--- src/rtl/tdm_pkg.sv ---
// rtl/tdm_pkg.sv - shared types and constants for the TDM demux path
package tdm_pkg;

  typedef enum logic {
    HUNT = 1'b0,
    LOCK = 1'b1
  } state_e;

  localparam int NUM_SLOTS = 4;

  typedef logic [1:0] slot_t;

  localparam slot_t LAST_SLOT = slot_t'(NUM_SLOTS - 1);

  function automatic slot_t next_slot(input slot_t s);
    return (s == LAST_SLOT) ? slot_t'(0) : slot_t'(s + slot_t'(1));
  endfunction

endpackage

--- src/rtl/tdm_demux_4ch_if.sv ---
// rtl/tdm_demux_4ch_if.sv - sample stream in, frame-aligned lane bus out
interface tdm_demux_4ch_if #(
  parameter int W = 8
);
  import tdm_pkg::*;

  logic [W-1:0]   din;
  logic           din_valid;
  logic           frame_sync;
  logic [4*W-1:0] y;
  logic           frame_valid;
  logic           locked;
  slot_t          slot;
  logic           sync_err;

  modport master (
    output din, din_valid, frame_sync,
    input  y, frame_valid, locked, slot, sync_err
  );

  modport slave (
    input  din, din_valid, frame_sync,
    output y, frame_valid, locked, slot, sync_err
  );
endinterface

--- src/rtl/tdm_demux_4ch.sv ---
// rtl/tdm_demux_4ch.sv - frame-aligning 4-slot TDM demultiplexer with flywheel lock
module tdm_demux_4ch
  import tdm_pkg::*;
#(
  parameter int W        = 8,
  parameter int FLYWHEEL = 2
) (
  input  logic              clk,
  input  logic              rst_n,
  tdm_demux_4ch_if.slave    bus
);

  state_e              state_q, state_d;
  slot_t               slot_q, slot_d;
  logic [2:0]          miss_q, miss_d;
  logic [2:0][W-1:0]   shadow_q, shadow_d;
  logic [4*W-1:0]      y_q, y_d;
  logic                fv_q, fv_d;
  logic                err_q, err_d;

  always_ff @(posedge clk) begin
    if (!rst_n) begin
      state_q  <= HUNT;
      slot_q   <= '0;
      miss_q   <= '0;
      shadow_q <= '0;
      y_q      <= '0;
      fv_q     <= 1'b0;
      err_q    <= 1'b0;
    end else begin
      state_q  <= state_d;
      slot_q   <= slot_d;
      miss_q   <= miss_d;
      shadow_q <= shadow_d;
      y_q      <= y_d;
      fv_q     <= fv_d;
      err_q    <= err_d;
    end
  end

  always_comb begin
    state_d  = state_q;
    slot_d   = slot_q;
    miss_d   = miss_q;
    shadow_d = shadow_q;
    y_d      = y_q;
    fv_d     = 1'b0;
    err_d    = 1'b0;

    if (bus.din_valid) begin
      unique case (state_q)
        HUNT: begin
          if (bus.frame_sync) begin
            shadow_d[0] = bus.din;
            slot_d      = slot_t'(1);
            miss_d      = '0;
            state_d     = LOCK;
          end
        end

        LOCK: begin
          if (slot_q == slot_t'(0)) begin
            if (bus.frame_sync) begin
              shadow_d[0] = bus.din;
              slot_d      = slot_t'(1);
              miss_d      = '0;
            end else if (miss_q < 3'(FLYWHEEL)) begin
              // Marker missing but still inside the flywheel window: trust the count.
              shadow_d[0] = bus.din;
              slot_d      = slot_t'(1);
              miss_d      = miss_q + 3'd1;
              err_d       = 1'b1;
            end else begin
              err_d   = 1'b1;
              slot_d  = '0;
              miss_d  = '0;
              state_d = HUNT;
            end
          end else if (bus.frame_sync) begin
            // Early marker: abandon the partial frame and restart on this sample.
            err_d       = 1'b1;
            shadow_d[0] = bus.din;
            slot_d      = slot_t'(1);
            miss_d      = '0;
          end else begin
            unique case (slot_q)
              2'd1:    shadow_d[1] = bus.din;
              2'd2:    shadow_d[2] = bus.din;
              default: begin
                y_d  = {bus.din, shadow_q[2], shadow_q[1], shadow_q[0]};
                fv_d = 1'b1;
              end
            endcase
            slot_d = next_slot(slot_q);
          end
        end

        default: begin
          state_d = HUNT;
          slot_d  = '0;
        end
      endcase
    end
  end

  assign bus.y           = y_q;
  assign bus.frame_valid = fv_q;
  assign bus.sync_err    = err_q;
  assign bus.locked      = (state_q == LOCK);
  assign bus.slot        = slot_q;

endmodule
--- src/flat_wrapper.sv ---
// flat-port wrapper written by rule: the top's interface ports become plain ports
module tdm_demux_4ch_flat import tdm_pkg::*;
#(
  parameter int W        = 8,
  parameter int FLYWHEEL = 2
)
  (clk, rst_n, bus_din, bus_din_valid, bus_frame_sync, bus_y, bus_frame_valid, bus_locked, bus_slot, bus_sync_err);
  tdm_demux_4ch_if #(.W(W)) bus_i ();
  input  logic clk;
  input  logic rst_n;
  input wire logic [$bits(bus_i.din)-1:0] bus_din;
  input wire logic [$bits(bus_i.din_valid)-1:0] bus_din_valid;
  input wire logic [$bits(bus_i.frame_sync)-1:0] bus_frame_sync;
  output wire logic [$bits(bus_i.y)-1:0] bus_y;
  output wire logic [$bits(bus_i.frame_valid)-1:0] bus_frame_valid;
  output wire logic [$bits(bus_i.locked)-1:0] bus_locked;
  output wire logic [$bits(bus_i.slot)-1:0] bus_slot;
  output wire logic [$bits(bus_i.sync_err)-1:0] bus_sync_err;
  assign bus_i.din = bus_din;
  assign bus_i.din_valid = bus_din_valid;
  assign bus_i.frame_sync = bus_frame_sync;
  assign bus_y = bus_i.y;
  assign bus_frame_valid = bus_i.frame_valid;
  assign bus_locked = bus_i.locked;
  assign bus_slot = bus_i.slot;
  assign bus_sync_err = bus_i.sync_err;
  tdm_demux_4ch #(.W(W), .FLYWHEEL(FLYWHEEL)) u_core (.clk(clk), .rst_n(rst_n), .bus(bus_i));
endmodule
--- config.mk ---
export PLATFORM = sky130hd
export DESIGN_NAME = tdm_demux_4ch_flat
export DESIGN_NICKNAME = d
export VERILOG_FILES = /design/src/rtl/tdm_pkg.sv /design/src/rtl/tdm_demux_4ch_if.sv /design/src/rtl/tdm_demux_4ch.sv /design/src/flat_wrapper.sv
export SDC_FILE = /design/constraint.sdc
export NUM_CORES = 1
export LEC_CHECK = 0
export BUFFER_PORTS_ARGS = -buffer_cell sky130_fd_sc_hd__buf_2
export CORE_MARGIN = 4
export CORE_UTILIZATION = 58
export DETAILED_ROUTE_END_ITERATION = 8
export PLACE_DENSITY_LB_ADDON = 0.12
export SLEW_MARGIN = 0
export SYNTH_ARGS = -nofsm -noshare
export SYNTH_HDL_FRONTEND = slang
export SYNTH_SLANG_ARGS = --single-unit
--- constraint.sdc ---
create_clock -name clk -period 3.1 [get_ports clk]
set_clock_uncertainty 0.1 [all_clocks]
set_input_delay 0.155 -clock clk [delete_from_list [all_inputs] [get_ports clk]]
set_output_delay 0.155 -clock clk [all_outputs]
set_load 0.005 [all_outputs]
**Word-level counts from Yosys, hierarchy flattened**

Index checks and enable logic that the tools add are counted.
W data, S select, Z words.

- Register bits after elaboration: 64
- Latch bits: 0
- RAM bits: 0
- ROM bits: 0
- Input port bits: 12
- Output and inout port bits: 37
- Word-level logic and storage cells: 57
- Memories kept: 0

- $add $sub $neg: 2
- Multipliers: 0
- Div/mod/pow operators: 0
- Order comparisons: 1
- Eq/ne operators: 5
- Shifts and indexed selects: 0
- Mux-type cells: 25
- Bitwise logic cells: 6
- Reductions and logical operators: 9

Operators with widths:

| kind | number |
|---|---|
| $mux W8 | 4 |
| $pmux W8 S2 | 1 |
| $reduce_and A5 Y1 | 3 |
| $mux W3 | 4 |
| $mux W2 | 5 |
| $mux W1 | 8 |
| $not A1 Y1 | 6 |
| $pmux W3 S2 | 1 |
| $reduce_or A5 Y1 | 1 |
| $eq A2 B2 Y1 const B | 2 |
| $ne A4 B4 Y1 const B | 1 |
| $pmux W2 S2 | 1 |
| $reduce_and A2 Y1 | 2 |
| $add A3 B1 Y3 const B | 1 |
| $lt A3 B2 Y1 const B | 1 |
| $reduce_and A3 Y1 | 1 |
| $add A2 B1 Y2 const B | 1 |
| $eq A2 B1 Y1 const B | 1 |
| $logic_not A2 Y1 | 1 |
| $ne A2 B2 Y1 const B | 1 |
| $pmux W1 S2 | 1 |
| $reduce_or A2 Y1 | 1 |

**Longest topological paths before layout**

- Depth in word-level cells: 5
- Gate-level depth with buffers: 8

**Worst setup path before layout**

Ideal clock, no wire load.

- Path kind: flip-flop to flip-flop
- Start: register u_core.slot_q[0] (netlist: u_core.bus.slot[0])
- End: register u_core.shadow_q[15] (netlist name)
- Setup time: 70 ps
- Data arrival time: 1,464 ps
- Data required time: 2,930 ps
- Setup slack: 1,465 ps
- Cell stages (with the launch flop): 9
- Buffers on the path: 1
- Period minus slack after synthesis: 1,635 ps
- Cells stage by stage: dfxtp_1 -> inv_1 -> ha_1 -> inv_1 -> ha_1 -> and4_1 -> buf_2 -> nand2_1 -> a21oi_1

- Longest elaborated chain between the ends: 3
- Elaborated cells between the ends (all ways): 4
- Classes of those cells: eq/ne (1); bitwise (1); reduce/logical (2)

RTL lines:

| element | line | source |
|---|---|---|
| start, declared | tdm_demux_4ch.sv:14 | `slot_t slot_q, slot_d;` |
| start signal, assigned | tdm_demux_4ch.sv:32 | `slot_q <= slot_d;` |
| $logic_not A2 Y1 | tdm_demux_4ch.sv:62 | `if (slot_q == slot_t'(0)) begin` |
| $not A1 Y1 (no source line) | -- |  |
| $reduce_and A5 Y1 (no source line) * | -- |  |
| end signal, assigned | tdm_demux_4ch.sv:34 | `shadow_q <= shadow_d;` |
| end, declared | tdm_demux_4ch.sv:16 | `logic [2:0][W-1:0] shadow_q, shadow_d;` |

Mark *: on every way between the ends. The rest lies on a longest branch, timed or not.
A chain may end at the register's enable or synchronous reset.

**Final worst setup path**

- Start: register u_core.slot_q[0] (netlist: u_core.bus.slot[0])
- End: register u_core.shadow_q[23] (netlist name)

The elaborated chain is that of the path after synthesis.

==> results.md <==
* Status: finished, final reports clean
* Min Tclk post-route at ~2.0 ns
* Placed cells at approximately 380
* Xor/xnor cell area share of the yosys netlist at 0%
* Distinct cell type count after synthesis at 31
* Final ANT Viol Nets at 0
* Slew margin rel. at 38.1%
* Fin Setup TNS at 0 ns
* Max Root-Sink Buffers at 2
* CP Capture Type: flop
* Antenna violations before repair at 0
* Clock H-tree levels at 3
* First-pass GRT wire length at 9050 um
* Inserted Clock Buffers at 9
* N_diodes at 0
* Register area share after synthesis at 52.1%
* Synth area leader: dfxtp_1
* Reg-to-reg setup timing slack at 1.10 ns
* CTS tree: built
* Worst-Margin Slew at 0.928 ns
* Met3 Track Usage GR at 5.65%
* Startpoint types: flop
* Ratio of cells with drive above 1 in the final layout at 18.9%
* FP Rows at 23
* Pwr Density at approximately 550 nW/um^2
* Critical path peak fanout at 8
* Fin. Hold Viols at 0
* DR DRC count at 0
* Fmax at 0.501 GHz
* Largest cells by area after synthesis: dfxtp_1, nand2_1, a21oi_1
* # fillers at 341
* Clk_lat worst skew at 0.34 ns
* Die Span X at ~73 um
* IO Pins at 49
* Clock-pin slew on the worst setup and hold paths at 0.07 ns
* Die height at 73.1 um
* Post-CTS Setup Bufs at 0
* Post-synthesis mux area share at 3.26%
* Critical R2R Launch: u_core.bus.slot[0]
* GPL Wtd Cong at 0.805
* Layout area overhead at 18.0%
* Synth warn at 0
* Routed WL at 5410 um
* Met2 Track Usage GR at 34.5%
* Initial Utilization at 60.6%
* HP Class: in -> reg
* Number of global-route vias before repair at 1,927
* Avg WL per Cell at 13.5 um
* Most used routing layer in global routing: met2
* RSZ-0062 raised after global routing: no
* CP Class: reg -> reg
* Largest family of logic cells by synthesized area: simple AND/OR/NAND/NOR gates
* Max Cap Viol at 0
* Dpl hpwl at 3470 um
* Synth Instances at between 200 and 300
* Root Buffer Master: clkbuf_8
* Synth Area in Compound Gates at 14.1%
* Pleak at 0.00117 uW
* Critical path required time at 3.18 ns
* Layout net count at 363
* Post-synthesis adder-cell area fraction at 3.05%
* Gr usage total at 22.4%
* Die Footprint at 5350 sq um
* Final period util at roughly 64%
* Post-Syn Nets at 316
* Pre-Repair DR Iteration Count at 5
* Peak VDD IR at 0.427 mV
* Post-DR vias/cell at 5.27
* GR Overflow Total at 0
* Number of port buffers at between 40 and 50
* Non-Filler Instances at 400
* Clock sinks at 64
* Largest net degree at the start of global routing at 56
* Final setup viols at 0
* Pins Over Slew Limit at 0
* Detailed Route Iter0 Violations at 131
* Grt met1 use at 28.6%
* Hold_sp: bus_din[5]
* Core Region at between 4000 and 5000 sq um
* Worst Setup SP: u_core.bus.slot[0]
* Mapped Area at 2460 sq um
* Simple-gate share of the synthesized area at a little over a fifth
* Via count at 2,107
* Top cell type's share of synthesized area at 52.1%
* Syn Area/Cell at just over 8 sq um
* Yosys reg bits at 64
* Worst EP arrival at 2.07 ns
## power by group
group	internal (uW)	switching [uW]
Clock	355	309
Sequential	832	8.23
Combinational	28.2	50.3
Total	1220	368
## synth_stat cells
cell type  number
o21bai_1        1
dfxtp_1        64
and4_1          2
buf_1           1
a21oi_4         1
o32ai_1         1
a211oi_1        1
inv_2           1
nor3b_1         1
o21ai_0         3
a32oi_1         1
a221oi_1        1
nand3_1         2
nor2_1          3
and3b_1         1
clkbuf_1        4
and4b_1         1
buf_4           1
o211ai_1        1
a22oi_1         1
a21oi_1        52
nor3_1          2
nand2_1       115
nand4b_1        1
buf_6           3
nand4bb_1       1
nand4_1         2
inv_1           6
ha_1            6
buf_2          10
mux2i_1         8
## registers in the layout (all words and copies together), names as in the netlist
register / count
u_core.bus.y: 32
u_core.shadow_q: 24
u_core.miss_q: 3
u_core.bus.slot: 2
u_core.bus.frame_valid: 1
u_core.bus.locked: 1
u_core.bus.sync_err: 1
## final cells by class
class	instances	area [sq um]	share of cell area, %
sequential	64	1280	44.1
multi-input combinational	208	1040	35.9
timing repair buffer	55	305	10.5
clock buffer	14	173	5.95
tap	50	62.6	2.16
inverter	7	26.3	0.905
clock inverter	2	12.5	0.431
## worst paths after layout
| path | to | cells after the start |
|---|---|---|
| worst min-delay path | u_core.shadow_q[13] | 3 |
| worst min register to register | u_core.bus.y[5] | 2 |
| worst max register to register | u_core.shadow_q[23] | 7 |
| worst max-delay path | u_core.shadow_q[23] | 7 |
## layer usage
layer	up-vias	wire [um]
li1	1081	-
met1	969	2580
met2	48	2460
met3	9	269
met4	0	102
met5	-	0
## metrics by stage
step	cell area (sq um)	worst slack, ns	hold slack, ns	power, uW	utilization (%)
4_1_cts	2900	1.05	0.00289	1590	71.5
2_1_floorplan	2460	1.47	0.191	906	-
5_1_grt	2900	0.904	0.00632	1630	71.5
3_5_place_dp	2670	1.06	0.342	931	65.7
6_report	2900	1.10	0.0103	1580	71.5
3_3_place_gp	2670	1.13	0.338	930	65.7
## cells by family (layout without fill, tap and decap cells)
kind of cell	after synthesis	in the layout
and+or+nand+nor	131	131
AOI/OAI and AO/OA	63	63
muxes	8	8
DFF	64	64
buffers and inverters	26	78
adders and majority gates	6	6
## timing repair
| item | CTS | global route |
|---|---|---|
| gates resized for setup | 0 | 0 |
| hold endpoints to repair | 12 | 0 |
| hold buffers | 5 | 0 |
## critical path: stages (launching register included)
cell and delay, ns:
dfxtp_1 0.40, inv_1 0.10, ha_1 0.28, inv_1 0.12, ha_1 0.20, nand4_1 0.35
nand2_1 0.20, a21oi_1 0.09
## cells in the final DEF (no fill, tap or decap), drive strengths merged, types with 2 or more instances in the layout
cell,Yosys,final
nand2,115,115
dfxtp,64,64
a21oi,53,53
buf,15,50
clkbuf,4,14
mux2i,8,8
inv,7,7
ha,6,6
dlygate4sd3,0,5
o21ai,3,3
nor2,3,3
and4,2,2
nand4,2,2
nand3,2,2
nor3,2,2
Note: power is estimated with default switching activity, not from simulation.
